### config.mk
export PLATFORM = sky130hd
export DESIGN_NAME = psum_out_acc_ctrl_flat
export DESIGN_NICKNAME = d
export VERILOG_FILES = /design/src/rtl/psum_out_acc_ctrl_if.sv /design/src/rtl/psum_out_acc_ctrl.sv /design/src/flat_wrapper.sv
export SDC_FILE = /design/constraint.sdc
export NUM_CORES = 1
export LEC_CHECK = 0
export ABC_AREA = 1
export CORE_ASPECT_RATIO = 1.25
export CORE_MARGIN = 2
export CORE_UTILIZATION = 50
export CTS_CLUSTER_SIZE = 16
export DETAILED_ROUTE_END_ITERATION = 6
export GPL_TIMING_DRIVEN = 0
export PLACE_DENSITY = 0.73
export SKIP_CTS_REPAIR_TIMING = 1
export SKIP_LAST_GASP = 1
export SLEW_MARGIN = 10
export SYNTH_ARGS = -nofsm -noshare
export SYNTH_HDL_FRONTEND = slang
export SYNTH_SLANG_ARGS = --single-unit
### constraint.sdc
create_clock -name clock -period 4.2 [get_ports clock]
set_clock_uncertainty 0.05 [all_clocks]
set_input_delay 1.26 -clock clock [delete_from_list [all_inputs] [get_ports clock]]
set_output_delay 1.26 -clock clock [all_outputs]
set_load 0.01 [all_outputs]
### src/rtl/psum_out_acc_ctrl_if.sv
// ---------------------------------------------------------------------------
// psum_out_acc_ctrl_if
//
// Bundles the three data paths of the psum output-accumulation controller:
//   - psum SRAM read port    : sram_rd_en, sram_rd_addr (ctrl -> SRAM),
//                              sram_rd_data (SRAM -> ctrl, one cycle after strobe)
//   - accumulator port       : acc_en, acc_data_in, acc_data_in_valid (ctrl -> acc),
//                              acc_data_out, acc_data_out_valid (acc -> ctrl)
//   - output stream          : out_data, out_valid (ctrl -> writer),
//                              out_ready (writer -> ctrl)
//
// Modports:
//   master - the controller side
//   slave  - the environment side (SRAM, accumulator, output writer)
//
// Parameter:
//   ADDR_W - psum SRAM address width
// ---------------------------------------------------------------------------
interface psum_out_acc_ctrl_if #(
    parameter int ADDR_W = 10
);
    logic                     sram_rd_en;
    logic [ADDR_W-1:0]        sram_rd_addr;
    logic signed [20:0]       sram_rd_data;

    logic                     acc_en;
    logic signed [20:0]       acc_data_in;
    logic                     acc_data_in_valid;
    logic signed [20:0]       acc_data_out;
    logic                     acc_data_out_valid;

    logic signed [20:0]       out_data;
    logic                     out_valid;
    logic                     out_ready;

    modport master (
        output sram_rd_en,
        output sram_rd_addr,
        input  sram_rd_data,
        output acc_en,
        output acc_data_in,
        output acc_data_in_valid,
        input  acc_data_out,
        input  acc_data_out_valid,
        output out_data,
        output out_valid,
        input  out_ready
    );

    modport slave (
        input  sram_rd_en,
        input  sram_rd_addr,
        output sram_rd_data,
        input  acc_en,
        input  acc_data_in,
        input  acc_data_in_valid,
        output acc_data_out,
        output acc_data_out_valid,
        input  out_data,
        input  out_valid,
        output out_ready
    );
endinterface

### src/rtl/psum_out_acc_ctrl.sv
// ---------------------------------------------------------------------------
// psum_out_acc_ctrl
//
// Sequences the psum-SRAM output accumulation path. After a start pulse it
// reads the psum SRAM group by group (BATCHES*CHANNELS words per group,
// channel-major), forwards each word to the accumulator, collects the
// BATCHES per-batch results of each group into an output FIFO and presents
// them on a valid/ready stream. A group is only issued when the FIFO has room
// for all of its results, since the accumulator cannot be stalled.
//
// Ports:
//   clock, reset      - clock; synchronous active-high reset
//   start             - single-cycle start pulse (honoured only when idle)
//   base_addr         - first SRAM address, sampled on accepted start
//   num_groups        - number of groups, sampled on accepted start
//   bus (master)      - SRAM read port, accumulator port, output stream
//   busy              - high while a run is in progress
//   done              - one-cycle pulse at the end of a run
//
// Build option:
//   PSUM_RELU_EN      - when defined, negative accumulator results are
//                       stored in the FIFO as zero (ReLU); otherwise the
//                       signed result is stored unmodified.
// ---------------------------------------------------------------------------
module psum_out_acc_ctrl #(
    parameter int BATCHES    = 4,
    parameter int CHANNELS   = 3,
    parameter int ADDR_W     = 10,
    parameter int FIFO_DEPTH = 8
) (
    input  logic                 clock,
    input  logic                 reset,
    input  logic                 start,
    input  logic [ADDR_W-1:0]    base_addr,
    input  logic [7:0]           num_groups,
    psum_out_acc_ctrl_if.master  bus,
    output logic                 busy,
    output logic                 done
);

    localparam int WORDS = BATCHES * CHANNELS;
    localparam int K_W   = (WORDS > 1) ? $clog2(WORDS) : 1;
    localparam int PC_W  = $clog2(BATCHES + 1);
    localparam int PTR_W = (FIFO_DEPTH > 1) ? $clog2(FIFO_DEPTH) : 1;
    localparam int CNT_W = $clog2(FIFO_DEPTH + 1);

    localparam logic [ADDR_W-1:0] GROUP_STRIDE = ADDR_W'(WORDS);
    // Highest fill level at which a whole group's results still fit.
    localparam logic [CNT_W-1:0]  ARM_MAX_FILL = CNT_W'(FIFO_DEPTH - BATCHES);
    localparam logic [K_W-1:0]    K_LAST       = K_W'(WORDS - 1);
    localparam logic [PC_W-1:0]   PC_LAST      = PC_W'(BATCHES - 1);

    localparam logic [2:0] IDLE  = 3'd0;
    localparam logic [2:0] ARM   = 3'd1;
    localparam logic [2:0] ISSUE = 3'd2;
    localparam logic [2:0] WAIT  = 3'd3;
    localparam logic [2:0] DONE  = 3'd4;

    logic [2:0]          state_q, state_d;
    logic [ADDR_W-1:0]   group_base_q, group_base_d;   // base_addr + group_cnt*WORDS
    logic [ADDR_W-1:0]   addr_q, addr_d;
    logic [7:0]          num_groups_q, num_groups_d;
    logic [7:0]          group_cnt_q, group_cnt_d;
    logic [7:0]          group_cnt_inc;
    logic [K_W-1:0]      k_q, k_d;
    logic [PC_W-1:0]     push_cnt_q, push_cnt_d;
    logic                acc_valid_q, acc_valid_d;

    logic signed [20:0]  fifo_mem_q [FIFO_DEPTH];
    logic [PTR_W-1:0]    wr_ptr_q, wr_ptr_d;
    logic [PTR_W-1:0]    rd_ptr_q, rd_ptr_d;
    logic [CNT_W-1:0]    count_q, count_d;

    logic                push;
    logic                pop;
    logic signed [20:0]  push_data;

    // ------------------------------------------------------------------
    // FIFO push/pop qualification
    // ------------------------------------------------------------------
    // Results arriving outside WAIT do not belong to an issued group.
    assign push = (state_q == WAIT) && bus.acc_data_out_valid;
    assign pop  = (count_q != '0) && bus.out_ready;

`ifdef PSUM_RELU_EN
    assign push_data = bus.acc_data_out[20] ? 21'sd0 : bus.acc_data_out;
`else
    assign push_data = bus.acc_data_out;
`endif

    assign group_cnt_inc = group_cnt_q + 8'd1;

    // ------------------------------------------------------------------
    // Next-state logic
    // ------------------------------------------------------------------
    always_comb begin
        state_d      = state_q;
        group_base_d = group_base_q;
        addr_d       = addr_q;
        num_groups_d = num_groups_q;
        group_cnt_d  = group_cnt_q;
        k_d          = k_q;
        push_cnt_d   = push_cnt_q;

        unique case (state_q)
            IDLE: begin
                if (start) begin
                    group_base_d = base_addr;
                    num_groups_d = num_groups;
                    group_cnt_d  = 8'd0;
                    state_d      = (num_groups == 8'd0) ? DONE : ARM;
                end
            end
            ARM: begin
                if (count_q <= ARM_MAX_FILL) begin
                    addr_d  = group_base_q;
                    k_d     = '0;
                    state_d = ISSUE;
                end
            end
            ISSUE: begin
                addr_d = addr_q + 1'b1;
                k_d    = k_q + 1'b1;
                if (k_q == K_LAST) begin
                    push_cnt_d = '0;
                    state_d    = WAIT;
                end
            end
            WAIT: begin
                if (push) begin
                    push_cnt_d = push_cnt_q + 1'b1;
                    if (push_cnt_q == PC_LAST) begin
                        group_cnt_d  = group_cnt_inc;
                        group_base_d = group_base_q + GROUP_STRIDE;
                        state_d      = (group_cnt_inc == num_groups_q) ? DONE : ARM;
                    end
                end
            end
            DONE: begin
                state_d = IDLE;
            end
            default: begin
                state_d = IDLE;
            end
        endcase
    end

    // The SRAM answers one cycle after the strobe, so the strobe delayed by
    // one cycle marks exactly the cycle in which the returned word is on
    // sram_rd_data.
    assign acc_valid_d = (state_q == ISSUE);

    always_comb begin
        wr_ptr_d = wr_ptr_q;
        rd_ptr_d = rd_ptr_q;
        count_d  = count_q;
        if (push) begin
            wr_ptr_d = wr_ptr_q + 1'b1;
        end
        if (pop) begin
            rd_ptr_d = rd_ptr_q + 1'b1;
        end
        unique case ({push, pop})
            2'b10:   count_d = count_q + 1'b1;
            2'b01:   count_d = count_q - 1'b1;
            default: count_d = count_q;
        endcase
    end

    // ------------------------------------------------------------------
    // Registers
    // ------------------------------------------------------------------
    always_ff @(posedge clock) begin
        if (reset) begin
            state_q      <= IDLE;
            group_base_q <= '0;
            addr_q       <= '0;
            num_groups_q <= '0;
            group_cnt_q  <= '0;
            k_q          <= '0;
            push_cnt_q   <= '0;
            acc_valid_q  <= 1'b0;
            wr_ptr_q     <= '0;
            rd_ptr_q     <= '0;
            count_q      <= '0;
        end else begin
            state_q      <= state_d;
            group_base_q <= group_base_d;
            addr_q       <= addr_d;
            num_groups_q <= num_groups_d;
            group_cnt_q  <= group_cnt_d;
            k_q          <= k_d;
            push_cnt_q   <= push_cnt_d;
            acc_valid_q  <= acc_valid_d;
            wr_ptr_q     <= wr_ptr_d;
            rd_ptr_q     <= rd_ptr_d;
            count_q      <= count_d;
        end
    end

    // Storage needs no reset: an entry is only visible while count_q says so.
    always_ff @(posedge clock) begin
        if (push) begin
            fifo_mem_q[wr_ptr_q] <= push_data;
        end
    end

    // ------------------------------------------------------------------
    // Outputs
    // ------------------------------------------------------------------
    assign bus.sram_rd_en        = (state_q == ISSUE);
    assign bus.sram_rd_addr      = addr_q;
    assign bus.acc_en            = (state_q == ARM) || (state_q == ISSUE) || (state_q == WAIT);
    assign bus.acc_data_in_valid = acc_valid_q;
    assign bus.acc_data_in       = acc_valid_q ? bus.sram_rd_data : 21'sd0;
    assign bus.out_valid         = (count_q != '0);
    assign bus.out_data          = (count_q != '0) ? fifo_mem_q[rd_ptr_q] : 21'sd0;
    assign busy                  = (state_q == ARM) || (state_q == ISSUE) || (state_q == WAIT);
    assign done                  = (state_q == DONE);

endmodule

### src/flat_wrapper.sv
// flat-port wrapper written by rule: the top's interface ports become plain ports
module psum_out_acc_ctrl_flat 
#(
    parameter int BATCHES    = 4,
    parameter int CHANNELS   = 3,
    parameter int ADDR_W     = 10,
    parameter int FIFO_DEPTH = 8
)
  (clock, reset, start, base_addr, num_groups, busy, done, bus_sram_rd_en, bus_sram_rd_addr, bus_sram_rd_data, bus_acc_en, bus_acc_data_in, bus_acc_data_in_valid, bus_acc_data_out, bus_acc_data_out_valid, bus_out_data, bus_out_valid, bus_out_ready);
  psum_out_acc_ctrl_if #(.ADDR_W(ADDR_W)) bus_i ();
  input  logic clock;
  input  logic reset;
  input  logic start;
  input  logic [ADDR_W-1:0] base_addr;
  input  logic [7:0] num_groups;
  output logic busy;
  output logic done;
  output wire logic [$bits(bus_i.sram_rd_en)-1:0] bus_sram_rd_en;
  output wire logic [$bits(bus_i.sram_rd_addr)-1:0] bus_sram_rd_addr;
  input wire logic [$bits(bus_i.sram_rd_data)-1:0] bus_sram_rd_data;
  output wire logic [$bits(bus_i.acc_en)-1:0] bus_acc_en;
  output wire logic [$bits(bus_i.acc_data_in)-1:0] bus_acc_data_in;
  output wire logic [$bits(bus_i.acc_data_in_valid)-1:0] bus_acc_data_in_valid;
  input wire logic [$bits(bus_i.acc_data_out)-1:0] bus_acc_data_out;
  input wire logic [$bits(bus_i.acc_data_out_valid)-1:0] bus_acc_data_out_valid;
  output wire logic [$bits(bus_i.out_data)-1:0] bus_out_data;
  output wire logic [$bits(bus_i.out_valid)-1:0] bus_out_valid;
  input wire logic [$bits(bus_i.out_ready)-1:0] bus_out_ready;
  assign bus_sram_rd_en = bus_i.sram_rd_en;
  assign bus_sram_rd_addr = bus_i.sram_rd_addr;
  assign bus_i.sram_rd_data = bus_sram_rd_data;
  assign bus_acc_en = bus_i.acc_en;
  assign bus_acc_data_in = bus_i.acc_data_in;
  assign bus_acc_data_in_valid = bus_i.acc_data_in_valid;
  assign bus_i.acc_data_out = bus_acc_data_out;
  assign bus_i.acc_data_out_valid = bus_acc_data_out_valid;
  assign bus_out_data = bus_i.out_data;
  assign bus_out_valid = bus_i.out_valid;
  assign bus_i.out_ready = bus_out_ready;
  psum_out_acc_ctrl #(.BATCHES(BATCHES), .CHANNELS(CHANNELS), .ADDR_W(ADDR_W), .FIFO_DEPTH(FIFO_DEPTH)) u_core (.clock(clock), .reset(reset), .start(start), .base_addr(base_addr), .num_groups(num_groups), .bus(bus_i), .busy(busy), .done(done));
endmodule
## Word-level counts from Yosys, hierarchy flattened

Memory sizes are Yosys's and may differ from the RTL's. A register that Yosys moved wholly into a read port is not among the register bits.
Index checks and enable logic that the tools add are counted.

| operators by class | value |
|---|---|
| $add $sub $neg | 9 |
| multiply operators | 0 |
| div/mod/pow operators | 0 |
| magnitude comparators | 1 |
| equal/unequal tests | 14 |
| shift operators | 0 |
| multiplexer cells | 30 |
| bitwise gates (word level) | 0 |
| reduce and logical (&&, ||, !) cells | 16 |

Operators with widths:

| kind | number |
|---|---|
| $mux 21 | 2 |
| $mux 10 | 4 |
| $pmux 10 s2 | 2 |
| $mux 3 | 11 |
| $mux 8 | 3 |
| $pmux 4 s2 | 2 |
| $pmux 8 s2 | 1 |
| $pmux 3 s4 | 1 |
| $add 10x1->10 const B | 1 |
| $add 10x4->10 const B | 1 |
| $add 3x1->3 const B | 3 |
| $eq 3x2->1 const B | 3 |
| $add 4x1->4 const B | 2 |
| $add 8x1->8 const B | 1 |
| $eq 8x8->1 | 1 |
| $logic_not 8->1 | 1 |
| $reduce_bool 2->1 | 4 |
| $ne 2x1->1 const B | 3 |
| $pmux 3 s2 | 1 |
| $reduce_and 5->1 | 1 |
| $eq 4x4->1 const B | 1 |
| $le 4x3->1 const B | 1 |
| $mux 4 | 1 |
| $ne 2x2->1 const B | 2 |
| 13 further kinds | 17 |

| storage, ports and cells | value |
|---|---|
| flip-flop bits (word level) | 57 |
| bits in latches | 0 |
| bits in writable memories | 168 |
| ROM bits | 0 |
| output and inout port bits | 58 |
| memories | 1 |

Memories:

| memory | depth | width | read ports | clocked after memory_dff | write ports | RTL line | text |
|---|---|---|---|---|---|---|---|
| u_core.fifo_mem_q | 8 | 21 | 1 | 1 | 1 | psum_out_acc_ctrl.sv:69 | `logic signed [20:0] fifo_mem_q [FIFO_DEPTH];` |

## Longest topological paths before layout

Gate-level depths: netlist of the first run.

| logic depth | value |
|---|---|
| depth after elaboration | 6 |
| depth in mapped cells | 14 |
| mapped depth without buffers | 14 |

## Worst setup path before layout of the first run

Ideal clock, no wire load.

| timing | value |
|---|---|
| path type | input -> register |
| start point | input port bus_acc_data_out_valid |
| end point | memory u_core.fifo_mem_q[1][0] (enable) |
| arrival | 2708 ps |
| required time | 3751 ps |
| slack | 1043 ps |
| stages | 6 |
| path buffers | 0 |
| cells stage by stage | inv_1 nor2_1 inv_1 nor2_1 inv_1 nor2_1 |

| between the ends | value |
|---|---|
| longest elaborated chain between the ends | 3 |

Ends and longest elaborated chain:

| element | RTL line | text |
|---|---|---|
| start, declared | flat_wrapper.sv:25 | `input wire logic [$bits(bus_i.acc_data_out_valid)-1:0] bus_acc_data_out_valid;` |
| $logic_and 1x1->1 | psum_out_acc_ctrl.sv:82 | `assign push = (state_q == WAIT) && bus.acc_data_out_valid;` |
| $mux 1 | psum_out_acc_ctrl.sv:203 | `if (push) begin` |
| $mux 1 (not written as such) | psum_out_acc_ctrl.sv:204 | `fifo_mem_q[wr_ptr_q] <= push_data;` |
| end, declared | psum_out_acc_ctrl.sv:69 |  |

No other way between the ends.

==> metrics.md, run 1 <==
| Metric | Value |
|---|---|
| Root Buffer Master | clkbuf_16 |
| Worst EP arrival | 2.70 ns |
| Crit path capture type | primary output |
| Clock latency at the later pin of the worst-skew pair | 0.51 ns |
| Tightest Pin Transition | 0.906 ns |
| Ys flop type | edfxtp_1 |
| Register share of total power | 34.6% |
| Synth unique cells | 45 |
| CP Class | flip-flop to primary output |
| Slew headroom | 39.5% |
| Post-synth top area cell | edfxtp_1 |
| Startpoint types | flip-flop |
| NetSw | 2.75 mW |
| Register bit total from synthesis | 228 |
| P per Cell Area | 629 mW/mm^2 |
| Syn_nets | 1,071 |
| Clock power share | 27.7% |
| H-tree depth | 1 |
| Pin count of the biggest net entering global routing | 22 |
| Total global-route track usage | 23.1% |
| Outcome | complete, no violations |
| Post-synthesis cell count | 994 |
| Clock tree from TritonCTS | done |
| Critical Path RT | 2.89 ns |
| Pre-Repair DR Iteration Count | 5 |
| Netlist Area Pre-Place | 0.00989 mm^2 |
| Drt drc | 0 |
| Synth area leaders | edfxtp_1, dfxtp_1, nor2_1 |
| Syn Area/Cell | 9.95 um^2 |
| Top cells by count, synth | nor2_1, edfxtp_1, o21ai_0 |
| Power share of the combinational group | 37.7% |
| Tot Pwr | 7.78 mW |
| Int Power | 5.03 mW |
| GP Congestion | 0.914 |
| Grt total ovfl | 0 |
| Global-route wire length before repair | 37,800 um |
| N_diodes | 0 |
| Post-DP HPWL | 15,600 um |
| Setup TNS | 0 ns |
| Vias in the first global route | 7,424 |
| Fill count | 1,572 |
| Most numerous cell in the Yosys netlist | nor2_1 |
| Iter 0 DRT Violations | 568 |
| Crit path max fanout | 10 |
| Final wirelength | 23,900 um |
| Max frequency | 249 MHz |
| Sw Share | 35.4% |
| Post-route clock period utilization | 95.6% |
| RSZ-0062 raised after global routing | yes |
| Clock Sinks | 228 |
| I/O Pins | 123 |
| WL/cell | 16.7 um |
| Static Leak | 4.47 nW |
| Die X | 130 um |
| Die H | 161 um |
| Synth-to-Final Area Change | 25.1% |
| Vias | 7,733 |
| CTS max path bufs | 3 |
| Sequential area share after synthesis | 63.1% |
| Initial antenna violation count | 0 |
| Port bufs | 122 |
| VDD IR max | 0.394 mV |
| Layout Nets | 1,222 |
| Vias per cell | 5.42 |
| Starting Density | 51.0% |
| Endpoints failing hold | 0 |
| Post-layout minimum cycle time | 4.01 ns |
| Maxcap violations | 0 |
| Area of the die | 0.0209 mm^2 |
| Post-synth EDFFs | 168 |
| Num CTS Buffers | 24 |
| Post-synth top area share | 51.0% |
| Final setup viols | 0 |
| Core area | 0.0194 mm^2 |
| Clk pin slew, worst setup/hold paths | 0.06 ns |
| Slew Viols, Final | 0 |
| Num rows | 57 |
| Detail Route Antenna Nets | 0 |
| Async SR Flop Fraction | 0% |
| Layout cells sized above 1 | 8.77% |
| Yosys synthesis warning count | 0 |
| Min-Delay Path Class | flip-flop to flip-flop |
==> layer usage <==
layer	vias to the layer above	track usage [%]	share of wire [%]
li1	3757	-	-
met1	3630	28.2	39
met2	303	42.2	52
met3	43	3.21	6.6
met4	0	6.74	2.1
met5	-	0	0
==> final timing paths <==
path | to | startpoint | cells past startpoint | slack (ns)
hold reg to reg | u_core.push_cnt_q[2] | u_core.push_cnt_q[2] | 2 | 0.41
hold / removal | u_core.push_cnt_q[2] | u_core.push_cnt_q[2] | 2 | 0.41
setup / recovery | bus_out_data[7] | flip-flop | 7 | 0.19
setup reg to reg | u_core.fifo_mem_q[4][5] | u_core.state_q[0] | 5 | 1.66
==> sequential cells by signal, indices dropped and copies added, names as in the netlist, 4 cells and up, named ones only <==
| signal | flops |
|---|---|
| u_core.fifo_mem_q | 168 |
| u_core.k_q | 4 |
| u_core.bus.sram_rd_addr | 10 |
| u_core.count_q | 4 |
| u_core.group_cnt_q | 8 |
| u_core.num_groups_q | 8 |
| u_core.group_base_q | 10 |
==> stage by stage <==
| stage | area, um^2 | setup slack, ns | hold WS [ns] | cells | util, % |
|---|---|---|---|---|---|
| 5_1_grt | 12400 | -0.0535 | 0.433 | 1428 | 63.8 |
| 6_report | 12400 | 0.186 | 0.415 | 1428 | 63.8 |
| 3_5_place_dp | 11500 | 0.502 | 0.404 | 1384 | 59.5 |
| 4_1_cts | 12400 | -0.00691 | 0.414 | 1428 | 63.7 |
| 3_3_place_gp | 11400 | -0.490 | 0.396 | 1381 | 59.0 |
| 2_1_floorplan | 9890 | 1.04 | 0.383 | 994 | - |
==> logic make-up after synthesis <==
| kind of cell | synth area share (%) |
|---|---|
| XOR/XNOR | 0.797 |
| flip-flops | 63.1 |
| AO/OA/AOI/OAI | 14.6 |
| buffers and inverters | 5.50 |
| adder cells (fa/ha/maj) | 1.59 |
| AND/OR/NAND/NOR | 14.3 |
==> cells in the final DEF (no fill, tap or decap), types with 3 or more instances in the layout <==
| master | Yosys | routed |
|---|---|---|
| nor2_1 | 191 | 183 |
| edfxtp_1 | 168 | 168 |
| o21ai_0 | 142 | 142 |
| clkdlybuf4s50_1 | 0 | 122 |
| nand2_1 | 112 | 112 |
| inv_1 | 79 | 79 |
| dfxtp_1 | 60 | 60 |
| a21oi_1 | 38 | 38 |
| clkbuf_1 | 38 | 28 |
| nand3_1 | 26 | 26 |
| clkbuf_16 | 0 | 25 |
| a31oi_1 | 24 | 24 |
| o22ai_1 | 21 | 21 |
| clkbuf_2 | 0 | 13 |
| ha_1 | 11 | 11 |
| inv_2 | 10 | 10 |
| o21ai_1 | 10 | 10 |
| buf_2 | 6 | 6 |
| nor2_4 | 1 | 6 |
| xnor2_1 | 6 | 6 |
| nor2_2 | 2 | 5 |
| nand2_2 | 4 | 4 |
| nand4_1 | 4 | 4 |
| a211oi_1 | 4 | 4 |
| clkinv_4 | 0 | 4 |
| clkinvlp_4 | 0 | 4 |
| nor3_1 | 3 | 3 |
| xor2_1 | 3 | 3 |
| buf_6 | 2 | 3 |
| a221oi_2 | 3 | 3 |
| bufinv_16 | 0 | 3 |
| clkinv_2 | 0 | 3 |
==> final cells by class <==
| cell class | instances | area (um^2) | share of cell area (%) |
|---|---|---|---|
| clock inverter | 16 | 183 | 1.48 |
| inverter | 89 | 334 | 2.70 |
| tap | 265 | 332 | 2.68 |
| clock buffer | 28 | 637 | 5.15 |
| sequential | 228 | 6250 | 50.5 |
| multi-input combinational | 628 | 3150 | 25.4 |
| buffer | 49 | 226 | 1.83 |
| timing repair buffer | 125 | 1270 | 10.3 |
==> critical path, stage by stage, from the launching register on <==
cell and delay, ns:
dfxtp_1 0.38, buf_2 0.22, clkbuf_1 0.50, nor2_1 0.13, nor2_1 0.10, o21ai_0 0.11
a31oi_1 0.20, clkdlybuf4s50_1 0.55
==> power groups by stage <==
stage               combinational, mW  clock, mW  sequential [mW]
CTS                              2.92       2.19             2.69
global route                     3.24       2.28             2.71
floorplan                        1.71          0             2.72
detailed placement               2.91          0             2.74
finish                           2.93       2.15             2.69
global placement                 2.86          0             2.74
Note: power is estimated with default switching activity, not from simulation.
==> inputs of run 2 (changes only) <==
--- a/config.mk
+++ b/config.mk
@@ -8,14 +8,13 @@
 export ABC_AREA = 1
 export CORE_ASPECT_RATIO = 1.25
 export CORE_MARGIN = 2
-export CORE_UTILIZATION = 50
+export CORE_UTILIZATION = 35
 export CTS_CLUSTER_SIZE = 16
 export DETAILED_ROUTE_END_ITERATION = 6
 export GPL_TIMING_DRIVEN = 0
-export PLACE_DENSITY = 0.73
 export SKIP_CTS_REPAIR_TIMING = 1
 export SKIP_LAST_GASP = 1
-export SLEW_MARGIN = 10
+export SLEW_MARGIN = 15
 export SYNTH_ARGS = -nofsm -noshare
 export SYNTH_HDL_FRONTEND = slang
 export SYNTH_SLANG_ARGS = --single-unit
==> run 2 against run 1 <==
Final area rose by 0.54%. Critical path depth fell by 1. Sequential cell count did not move. Via count fell by 1.9%. Register-to-register slack barely moved. Total power rose by 1.2%. Worst setup slack got worse by 0.051 ns. Non-clock buffer count fell by 3. Sequential power barely moved. Critical endpoint is now bus_out_data[1]. Largest cell class unchanged.
==> metrics.md, run 2 (same netlist as run 1, synthesis figures left out) <==
| Metric | Value |
|---|---|
| Layer with the highest usage | met2 |
| GP Congestion | 0.820 |
| Static Leak | 4.45 nW |
| Final wirelength | 25,200 um |
| Worst EP arrival | 2.75 ns |
| Post-DP HPWL | 16,500 um |
| FF-to-FF setup slack | 1.67 ns |
| Post-layout minimum cycle time | 4.06 ns |
| Critical Path RT | 2.89 ns |
| M1 GR Usage | 20.1% |
| Clock tree from TritonCTS | done |
| Post-route clock period utilization | 96.8% |
| Max frequency | 246 MHz |
| Met3 usage | 2.32% |
| Fill count | 2,658 |
| Slew Viols, Final | 0 |
| Area of the die | 0.0296 mm^2 |
| I/O Pins | 123 |
| Global-route wire length before repair | 39,400 um |
| Clock latency at the later pin of the worst-skew pair | 0.52 ns |
| Final setup viols | 0 |
| Max reg flops | 168 |
| Worst Reg-to-Reg Cells | 6 |
| M2 GR Usage | 31.3% |
| Crit path capture type | primary output |
| Detail Route Antenna Nets | 0 |
| Num rows | 68 |
| Clk pin slew, worst setup/hold paths | 0.07 ns |
| Layout Nets | 1,219 |
| Vias in the first global route | 7,631 |
| Clock Sinks | 228 |
| Hold depth | 2 |
| Starting Density | 35.7% |
| Synth-to-Final Area Change | 25.8% |
| Core area | 0.0277 mm^2 |
| Slew headroom | 41.0% |
| Maxcap violations | 0 |
| P per Cell Area | 633 mW/mm^2 |
| Pre-Repair DR Iteration Count | 5 |
| Startpoint types | flip-flop |
| Crit path max fanout | 10 |
| Cells along the critical path | inv_1 -> nand3_1 -> clkbuf_1 -> o21ai_0 -> a31oi_1 -> clkdlybuf4s50_1 |
| WL/cell | 16.7 um |
| Slowest CP cell | clkdlybuf4s50_1 |
| Initial antenna violation count | 0 |
| FF-to-FF Start | u_core.state_q[0] |
| CP Class | flip-flop to primary output |
| Layout cells sized above 1 | 8.37% |
| Setup TNS | 0 ns |
| Pin count of the biggest net entering global routing | 22 |
| Port bufs | 122 |
| N_diodes | 0 |
| Utilization after layout | 44.9% |
| Num CTS Buffers | 24 |
| CTS max path bufs | 3 |
| Die H | 192 um |
| Root Buffer Master | clkbuf_16 |
| Iter 0 DRT Violations | 528 |
| Vias per cell | 5.03 |
| Total global-route track usage | 16.9% |
| Min-Delay Path Class | flip-flop to flip-flop |
| RSZ-0062 raised after global routing | yes |
| VDD IR max | 0.284 mV |
| Tightest Pin Transition | 0.883 ns |
| Most frequent cells in the layout | nor2_1, edfxtp_1, o21ai_0 |
| Endpoints failing hold | 0 |
| CP max stage delay | 0.57 ns |
| Grt total ovfl | 0 |
| Largest reg by FF count | u_core.fifo_mem_q |
| Vias | 7,585 |
| HP Start | u_core.push_cnt_q[2] |
| H-tree depth | 1 |
| Outcome | complete, no violations |
| Min-Delay Endpoint | u_core.push_cnt_q[2] |
| Worst r2r dst | u_core.fifo_mem_q[3][16] |
| Die X | 154 um |
| Most common cell after layout, fill and taps aside | nor2_1 |
| Drt drc | 0 |
run 2: metrics by stage:
stage	power [mW]	hold slack, ns	cell area, um^2	instances	worst slack, ns
after floorplan	4.43	0.383	9890	994	1.04
after global placement	5.67	0.396	11500	1466	-0.543
after detailed placement	5.71	0.410	11600	1466	0.479
after CTS	7.90	0.419	12400	1509	-0.000664
after global routing	8.32	0.450	12400	1509	-0.00262
final	7.87	0.419	12400	1509	0.135
run 2: worst max path at each step:
stage               cells after the start                    from                  endpoint
CTS                                     8               flip-flop           bus_out_data[1]
global route                            6       u_core.count_q[1]           bus_out_data[2]
floorplan                               6  bus_acc_data_out_valid   u_core.fifo_mem_q[1][0]
global placement                        7  bus_acc_data_out_valid  u_core.fifo_mem_q[3][17]
detailed placement                      7  bus_acc_data_out_valid  u_core.fifo_mem_q[1][17]
finish                                  6       u_core.count_q[1]           bus_out_data[1]
run 2: power breakdown:
| group | internal (mW) | leakage [nW] | switching, mW |
|---|---|---|---|
| clock network | 1.33 | 0.391 | 0.877 |
| logic | 1.18 | 2.06 | 1.80 |
| registers | 2.57 | 2.00 | 0.122 |
| total | 5.08 | 4.45 | 2.80 |
run 2: layout make-up:
| class | instances | area [um^2] | share of cell area (%) |
|---|---|---|---|
| Buffer | 49 | 229 | 1.84 |
| Tap cell | 350 | 438 | 3.52 |
| Clock buffer | 28 | 637 | 5.12 |
| Sequential cell | 228 | 6250 | 50.2 |
| Inverter | 89 | 334 | 2.68 |
| Timing Repair Buffer | 122 | 1220 | 9.81 |
| Clock inverter | 15 | 179 | 1.44 |
| Multi-Input combinational cell | 628 | 3160 | 25.4 |
run 2: layer usage:
metal	vias up	routed length, um	part of all wire, %
met4	0	715	2.8
met5	-	0	0
met2	224	12700	50
met1	3579	10400	41
met3	51	1420	5.6
li1	3731	-	-
run 2: critical path: cells and delay by family (launching register included):
| kind | cells | cell delay (ns) |
|---|---|---|
| buffers and inverters | 3 | 1.12 |
| AO/OA/AOI/OAI | 2 | 0.55 |
| AND/OR/NAND/NOR | 1 | 0.22 |
| flip-flops | 1 | 0.35 |
==> inputs of run 3 (changes only) <==
--- a/config.mk
+++ b/config.mk
@@ -13,7 +13,6 @@
 export DETAILED_ROUTE_END_ITERATION = 6
 export GPL_TIMING_DRIVEN = 0
 export SKIP_CTS_REPAIR_TIMING = 1
-export SKIP_LAST_GASP = 1
 export SLEW_MARGIN = 15
 export SYNTH_ARGS = -nofsm -noshare
 export SYNTH_HDL_FRONTEND = slang
==> run 3 against run 2 <==
Total power hardly changed. Sequential share of layout area unchanged. Routed wire length up 0.11%. Non-clock buffer count unchanged. Final area is the same. Clock power about the same. Register-to-register slack hardly changed. Sequential cell count is the same. Critical path type unchanged. Largest cell class unchanged.
==> metrics.md, run 3 (same netlist as run 1, synthesis figures left out) <==
| Metric | Value |
|---|---|
| Endpoints failing hold | 0 |
| P per Cell Area | 633 mW/mm^2 |
| Tot Pwr | 7.88 mW |
| Max reg flops | 168 |
| Most common cell after layout, fill and taps aside | nor2_1 |
| Global-route wire length before repair | 39,400 um |
| CP Class | flip-flop to primary output |
| Met1 wire length | 10,500 um |
| WL/cell | 16.7 um |
| Tightest Pin Transition | 0.885 ns |
| CTS max path bufs | 3 |
| Vias in the first global route | 7,631 |
| Post-route clock period utilization | 96.5% |
| Post-Place Setup Slack | 0.479 ns |
| Final setup viols | 0 |
| Final wirelength | 25,300 um |
| Final WS setup | 0.146 ns |
| Maxcap violations | 0 |
| Vias | 7,603 |
| Area post-placement | 0.0116 mm^2 |
| Clock tree from TritonCTS | done |
| Utilization after layout | 44.9% |
| FF-to-FF setup slack | 1.67 ns |
| Layout Nets | 1,219 |
| Clock latency at the later pin of the worst-skew pair | 0.52 ns |
| Min-Delay Path Class | flip-flop to flip-flop |
| Crit path from | u_core.count_q[1] |
| Crit path to | bus_out_data[1] |
| H-tree depth | 1 |
| Post-DP HPWL | 16,500 um |
| WL met3 | 1380 um |
| I/O Pins | 123 |
| Die X | 154 um |
| Num rows | 68 |
| Highest layer used for signal routing | met4 |
| Critical Path RT | 2.89 ns |
| Startpoint types | flip-flop |
| Worst r2r dst | u_core.fifo_mem_q[3][16] |
| Root Buffer Master | clkbuf_16 |
| Largest reg by FF count | u_core.fifo_mem_q |
| # placed instances | 1,466 |
| Starting Density | 35.7% |
| Slew Viols, Final | 0 |
| Detail Route Antenna Nets | 0 |
| Worst Reg-to-Reg Cells | 6 |
| RSZ-0062 raised after global routing | no |
| Pin count of the biggest net entering global routing | 22 |
| Clk pin slew, worst setup/hold paths | 0.07 ns |
| Worst EP arrival | 2.74 ns |
| Layout cells sized above 1 | 8.37% |
| Outcome | complete, no violations |
| FF-to-FF Start | u_core.state_q[0] |
| Synth-to-Final Area Change | 25.8% |
| Area of the die | 0.0296 mm^2 |
| Most frequent cells in the layout | nor2_1, edfxtp_1, o21ai_0 |
| Core area | 0.0277 mm^2 |
| WL met2 | 12,700 um |
| N_diodes | 0 |
| GP Congestion | 0.820 |
| Slew headroom | 40.8% |
| Final cell count without fillers | 1,509 |
| VDD IR max | 0.284 mV |
| Clock Sinks | 228 |
| Pre-Repair DR Iteration Count | 5 |
| Static Leak | 4.45 nW |
| Total global-route track usage | 16.9% |
| Max frequency | 247 MHz |
| Num CTS Buffers | 24 |
| Vias per cell | 5.04 |
| Post-layout minimum cycle time | 4.05 ns |
| Crit path max fanout | 10 |
| Final instance area | 0.0124 mm^2 |
| Drt drc | 0 |
| Iter 0 DRT Violations | 528 |
| Port bufs | 122 |
| Grt total ovfl | 0 |
| Crit path capture type | primary output |
| Initial antenna violation count | 0 |
| Die H | 192 um |
run 3: layout make-up:
type / instances / area [um^2]
fill: 2658 / 15300
sequential: 228 / 6250
multi-input combinational: 628 / 3160
timing repair buffer: 122 / 1220
clock buffer: 28 / 637
tap: 350 / 438
inverter: 89 / 334
buffer: 49 / 229
clock inverter: 15 / 179
run 3: worst max-delay path: stages, from the launching register on:
cell and delay (ns):
dfxtp_1 0.35, inv_1 0.09, nand3_1 0.22, buf_1 0.46, o21ai_0 0.29, a31oi_1 0.25
clkdlybuf4s50_1 0.57
run 3: worst min-delay path by stage:
| stage | from | endpoint | slack [ns] | cells past startpoint |
|---|---|---|---|---|
| detailed placement | u_core.push_cnt_q[2] | u_core.push_cnt_q[2] | 0.41 | 2 |
| global route | u_core.group_base_q[0] | u_core.group_base_q[0] | 0.45 | 2 |
| global placement | u_core.push_cnt_q[2] | u_core.push_cnt_q[2] | 0.40 | 2 |
| floorplan | u_core.rd_ptr_q[2] | flip-flop | 0.38 | 2 |
| CTS | u_core.push_cnt_q[2] | u_core.push_cnt_q[2] | 0.42 | 2 |
| finish | u_core.push_cnt_q[2] | u_core.push_cnt_q[2] | 0.42 | 2 |
run 3: through the flow:
stage / hold WS (ns) / setup TNS, ns
floorplan: 0.383 / 0
global placement: 0.396 / -61.27
detailed placement: 0.410 / 0
CTS: 0.419 / -0.000664
global route: 0.450 / 0
finish: 0.419 / 0
run 3: power breakdown:
part	total (mW)	leakage, nW	internal [mW]	switching [mW]
clock	2.21	0.391	1.33	0.877
sequential	2.69	2.00	2.57	0.122
combinational	2.98	2.06	1.18	1.80
total	7.88	4.45	5.08	2.80
run 3: layer usage:
metal  track usage [%]  vias up
met1              20.1     3593
met4              6.09        0
li1                  -     3732
met2              31.3      225
met3              2.32       53
met5                 0        -
==> RTL change 1 (settings of run 1) <==
The option `PSUM_RELU_EN` is turned on by a define.
--- a/src/rtl/psum_out_acc_ctrl.sv
+++ b/src/rtl/psum_out_acc_ctrl.sv
@@ -22,6 +22,8 @@
 //                       stored in the FIFO as zero (ReLU); otherwise the
 //                       signed result is stored unmodified.
 // ---------------------------------------------------------------------------
+`define PSUM_RELU_EN
+
 module psum_out_acc_ctrl #(
     parameter int BATCHES    = 4,
     parameter int CHANNELS   = 3,
Formal check against the unedited RTL: no difference found for any inputs over 10 cycles, from zero or initial values and one cycle with reset high; that may be too few to reach the edited logic, so the function may still have changed.
==> RTL change 1 against run 1 <==
- sequential cell count shrank 8
- design area fell by 2.2%
- clock power decreased by 12%
- worst setup slack got worse by 0.055 ns
- wire length is 2.9% lower
- synthesized cell count up 2.0%
- area after synthesis fell by 1.4%
- total power down 5.1%
- critical path type unchanged
- largest cell class unchanged
- highest routed layer unchanged
==> RTL change 1: results (changes against run 1) <==
[run_status]
status = completed

[cts]
numCtsBuffers = 21  ; -13%
cts_max_level = 1  ; unchanged
cts.clk_slew.worst_paths_ns = 0.06  ; about the same
cts_root_buf = clkbuf_16

[synthesis]
ys_top_cells_by_count = nor2_1, edfxtp_1, o21ai_0
syn_nets = 1091  ; +1.9%
postSynthCellCount = 1014  ; +2.0%
synth_cell_types = 46  ; +2.2%
synth_edf_count = 160  ; -4.8%
yosys-top-cells-area = edfxtp_1, dfxtp_1, nor2_1
yosysSeqAreaShare_pct = 61.6  ; -1.6 points
synthArstFlopShare_pct = 0  ; unchanged

[placement]
dp_slack_ns = 0.454  ; -0.0479 ns
numPortBuffers = 120  ; -1.6%
gp_congestion = 0.853  ; -6.7%
hpwl_um = 16300  ; +4.0%
dp.cells = 1378  ; -0.43%

[finish]
largest_reg_flops = 160  ; -4.8%
n_antenna_cell = 0  ; unchanged
nNetsFinal = 1241  ; +1.6%
final_cells = 1413  ; -1.1%
drive_above_1_share_pct = 7.90  ; -0.87 points
n_fill_cell = 1556  ; -1.0%

[routing]
vias = 7580  ; -2.0%
dr.pass1.iters = 5  ; unchanged
wl_um = 23200  ; -2.9%
drt_iter0_drc = 510  ; -10%

[global_routing]
use_met1_pct = 27.0  ; -1.2 points
met2_usage_pct = 41.3  ; -0.88 points
antenna_found_initial = 0  ; unchanged
met3_usage_pct = 2.65  ; -0.57 points
grt_max_degree = 17  ; -23%
grt_pass1_vias = 7239  ; -2.5%
track_usage_pct = 22.4  ; -0.74 points
grt_pass1_wl_um = 36200  ; -4.4%

[worst_setup_path]
rr_endpoint = u_core.fifo_mem_q[1][3]$_DFFE_PP_
max_stage_delay_ns = 0.60  ; +0.05 ns
r2r-start = u_core.state_q[0]$_SDFFE_PP0P_
critPathArrivalTime_ns = 2.76  ; +0.06 ns
ff2ff_path_depth = 7  ; +2

[pwr]
leakagePower_nw = 4.51  ; +0.81%
ir_drop_mv = 0.431  ; +9.5%

[min_path]
hp-start = u_core.push_cnt_q[2]$_SDFFE_PP0P_
min_to = u_core.push_cnt_q[2]$_SDFFE_PP0P_

[timing]
worst_pin_slew_ns = 0.693  ; -0.214 ns

-- RTL change 1: changes by cell type after synthesis, moves of 2 or more --
cell      change
inv_1        +15
edfxtp_1      -8
nor2_1       +18
o21ai_0       -8
nand2_1       +3
o21ai_1       -3
buf_2         -2
-- RTL change 1: metrics by stage --
step | hold slack (ns) | cell area, sq um | util (%) | power [W] | setup TNS [ns]
2_1_floorplan | 0.383 | 9750 | - | 0.00434 | 0
3_3_place_gp | 0.395 | 11300 | 58.4 | 0.00546 | -12.40
3_5_place_dp | 0.404 | 11400 | 59.2 | 0.00551 | 0
4_1_cts | 0.413 | 12100 | 62.8 | 0.00740 | -0.394
5_1_grt | 0.425 | 12100 | 62.8 | 0.00780 | -0.0290
6_report | 0.410 | 12100 | 62.8 | 0.00738 | 0
-- RTL change 1: final cells by class --
| type | count | area, sq um | share of cell area (%) |
|---|---|---|---|
| Sequential cell | 220 | 6010 | 49.6 |
| Multi-Input combinational cell | 639 | 3150 | 26.0 |
| Clock inverter | 11 | 139 | 1.15 |
| Inverter | 104 | 390 | 3.23 |
| Tap cell | 236 | 295 | 2.44 |
| Timing Repair Buffer | 128 | 1330 | 11.0 |
| Buffer | 50 | 235 | 1.94 |
| Clock buffer | 25 | 551 | 4.55 |
-- RTL change 1: tightest hold or removal path, stage by stage, from the launching register on --
cell     delay, ns
dfxtp_1       0.30
inv_1         0.06
a21oi_1       0.05
-- RTL change 1: cells by family (layout without fill, tap and decap cells) --
| family | Yosys count | count (layout) | synth area share [%] |
|---|---|---|---|
| AND/OR/NAND/NOR | 369 | 369 | 15.2 |
| buffers and inverters | 155 | 318 | 6.32 |
| adder cells (fa/ha/maj) | 12 | 12 | 1.62 |
| AO/OA/AOI/OAI | 247 | 247 | 14.3 |
| XOR/XNOR | 10 | 10 | 0.898 |
| flip-flops | 220 | 220 | 61.6 |
| other | 1 | 1 | 0.0384 |
-- RTL change 1: layer usage --
layer / wire [um] / vias up
met3: 1320 / 40
met4: 464 / 0
met1: 9120 / 3516
met2: 12300 / 263
met5: 0 / -
li1: - / 3761
-- RTL change 1: where the power goes --
part	switching (W)	internal [W]	total, W
clock network	0.000774	0.00112	0.00190
registers	0.000158	0.00248	0.00264
logic	0.00168	0.00116	0.00284
total	0.00261	0.00477	0.00738
-- RTL change 1: worst max path at each step --
| stage | end | slack [ns] | cells after the start |
|---|---|---|---|
| finish | bus_out_data[10] | 0.13 | 7 |
| floorplan | u_core.fifo_mem_q[1][0]$_DFFE_PP_ | 1.08 | 6 |
| global placement | u_core.fifo_mem_q[3][18]$_DFFE_PP_ | -0.18 | 7 |
| CTS | bus_out_data[10] | -0.12 | 7 |
| detailed placement | bus_out_data[10] | 0.45 | 7 |
| global route | bus_out_data[10] | -0.03 | 7 |
==> RTL change 2 (flow settings as in run 1) <==
Without the edit above. Reset style: asynchronous (`reset`), changed in one clocked block. Comments in the files are not updated.
--- a/src/rtl/psum_out_acc_ctrl.sv
+++ b/src/rtl/psum_out_acc_ctrl.sv
@@ -170,7 +170,7 @@
     // ------------------------------------------------------------------
     // Registers
     // ------------------------------------------------------------------
-    always_ff @(posedge clock) begin
+    always_ff @(posedge clock or posedge reset) begin
         if (reset) begin
             state_q      <= IDLE;
             group_base_q <= '0;
Formal check against the unedited RTL: differs if reset is asserted again (counterexample within 4 cycles, from zero or initial values and one cycle with reset high); with reset held inactive, the same outputs for 10 cycles.
==> RTL change 2 against run 1 <==
- first-iteration DRC count grew 7.9%
- global-route usage shrank 0.39 points
- count of clock-buffer cells in the layout shrank 2
- design area shrank 0.85%
- sequential cell count shrank 3
- total power grew 8.4%
- area after synthesis shrank 0.44%
- wire length shrank 0.21%
- worst setup slack lost 0.035 ns
- cell count shrank 4.6%
- critical endpoint is now bus_out_data[10]
- largest power group unchanged
==> RTL change 2: results (changes against run 1) <==
[run_status]
status = completed

[synthesis]
syn_nets = 1009  ; -5.8%
postSynthCellCount = 932  ; -6.2%
ys_top_cells_by_count = edfxtp_1, nor2_1, o21ai_0
synthArstFlopShare_pct = 25.3  ; +25 points
synth_fa_ha_area_share_pct = 1.60  ; +0.0071 points
yosys-top-cells-area = edfxtp_1, dfrtp_1, o21ai_0
yosysSeqAreaShare_pct = 65.7  ; +2.6 points
synth-compound-area-share_pct = 12.7  ; -1.9 points
synth_cell_types = 39  ; -13%
synthXorXnorAreaFrac_pct = 1.25  ; +0.45 points
synthMuxAreaShare_pct = 0.343  ; +0.34 points
yosys_warnings = 0  ; unchanged

[min_path]
hp-start = u_core.num_groups_q[2]$_DFFE_PP0P_
min_to = u_core.num_groups_q[2]$_DFFE_PP0P_

[finish]
design_area_sq_um = 12300  ; -0.85%
drive_above_1_share_pct = 8.29  ; -0.48 points
multi_input_gates = 579  ; -7.8%
nNonClkBuffers = 169  ; -2.9%
buf_share_pct = 12.1  ; -0.039 points
inv_count = 85  ; -4.5%
nNetsFinal = 1159  ; -5.2%
n_clock_buffer = 26  ; -7.1%
n_fill_cell = 1555  ; -1.1%
clk_share_pct = 5.98  ; -0.64 points
multi_input_area_sq_um = 2930  ; -6.8%
final-seq-area_sq_um = 6470  ; +3.6%

[global_routing]
grt_pass1_wl_um = 36800  ; -2.8%
met3_usage_pct = 4.10  ; +0.88 points
antenna_found_initial = 1  ; +1
use_met1_pct = 26.4  ; -1.8 points
grt_max_degree = 58  ; +160%
met2_usage_pct = 42.2  ; +0.078 points
track_usage_pct = 22.7  ; -0.39 points

[routing]
drt_iter0_drc = 613  ; +7.9%
wl_um = 23800  ; -0.21%
wl_per_cell_um = 17.5  ; +4.5%
vias_per_cell = 5.37  ; -0.91%

[timing]
slew_headroom_pct = 39.1  ; -0.44 points
fin_crit_sh_pct = 96.4  ; +0.83 points

[worst_setup_path]
r2r-start = u_core.state_q[2]$_DFFE_PP0P_
ff2ff_path_depth = 7  ; +2
max_stage_delay_ns = 0.58  ; +0.03 ns
worstSetupEndpoint = bus_out_data[10]
critPathArrivalTime_ns = 2.74  ; +0.04 ns
path_max_fanout = 10  ; unchanged
r2r_slack_ns = 1.29  ; -0.37 ns
rr_endpoint = u_core.fifo_mem_q[4][1]$_DFFE_PP_

[placement]
hpwl_um = 15700  ; +0.47%
dp_slack_ns = 0.379  ; -0.122 ns
dp.cells = 1324  ; -4.3%
gp_congestion = 0.843  ; -7.7%

[pwr]
leakagePower_nw = 4.68  ; +4.6%
ir_drop_mv = 0.403  ; +2.3%

[cts]
cts_sinks = 225  ; -1.3%
numCtsBuffers = 22  ; -8.3%

## RTL change 2: cell count changes in the layout (fill, tap and decap cells not counted), sizes merged, moves of 4 or more
cell	run 1	this run
dfrtp	0	57
clkbuf	66	60
xor2	3	11
dfxtp	60	0
o21ai	154	149
nand2	116	112
o22ai	21	32
a21oi	39	10
nor2	194	166
a211oi	5	1
## RTL change 2: report_power, final
group | internal, W | leakage, nW | switching [W]
clock network | 0.00112 | 0.356 | 0.000836
registers | 0.00269 | 2.22 | 0.000224
logic | 0.00144 | 2.10 | 0.00212
## RTL change 2: metal layers
metal	routed length [um]	vias to the layer above
met5	0	-
li1	-	3537
met1	9000	3424
met3	1870	49
met4	593	0
met2	12400	304
## RTL change 2: through the flow
stage	TNS, ns	hold slack [ns]
global route	-0.00388	0.475
global placement	-53.36	0.436
detailed placement	0	0.447
finish	0	0.459
floorplan	0	0.416
CTS	-1.47	0.462
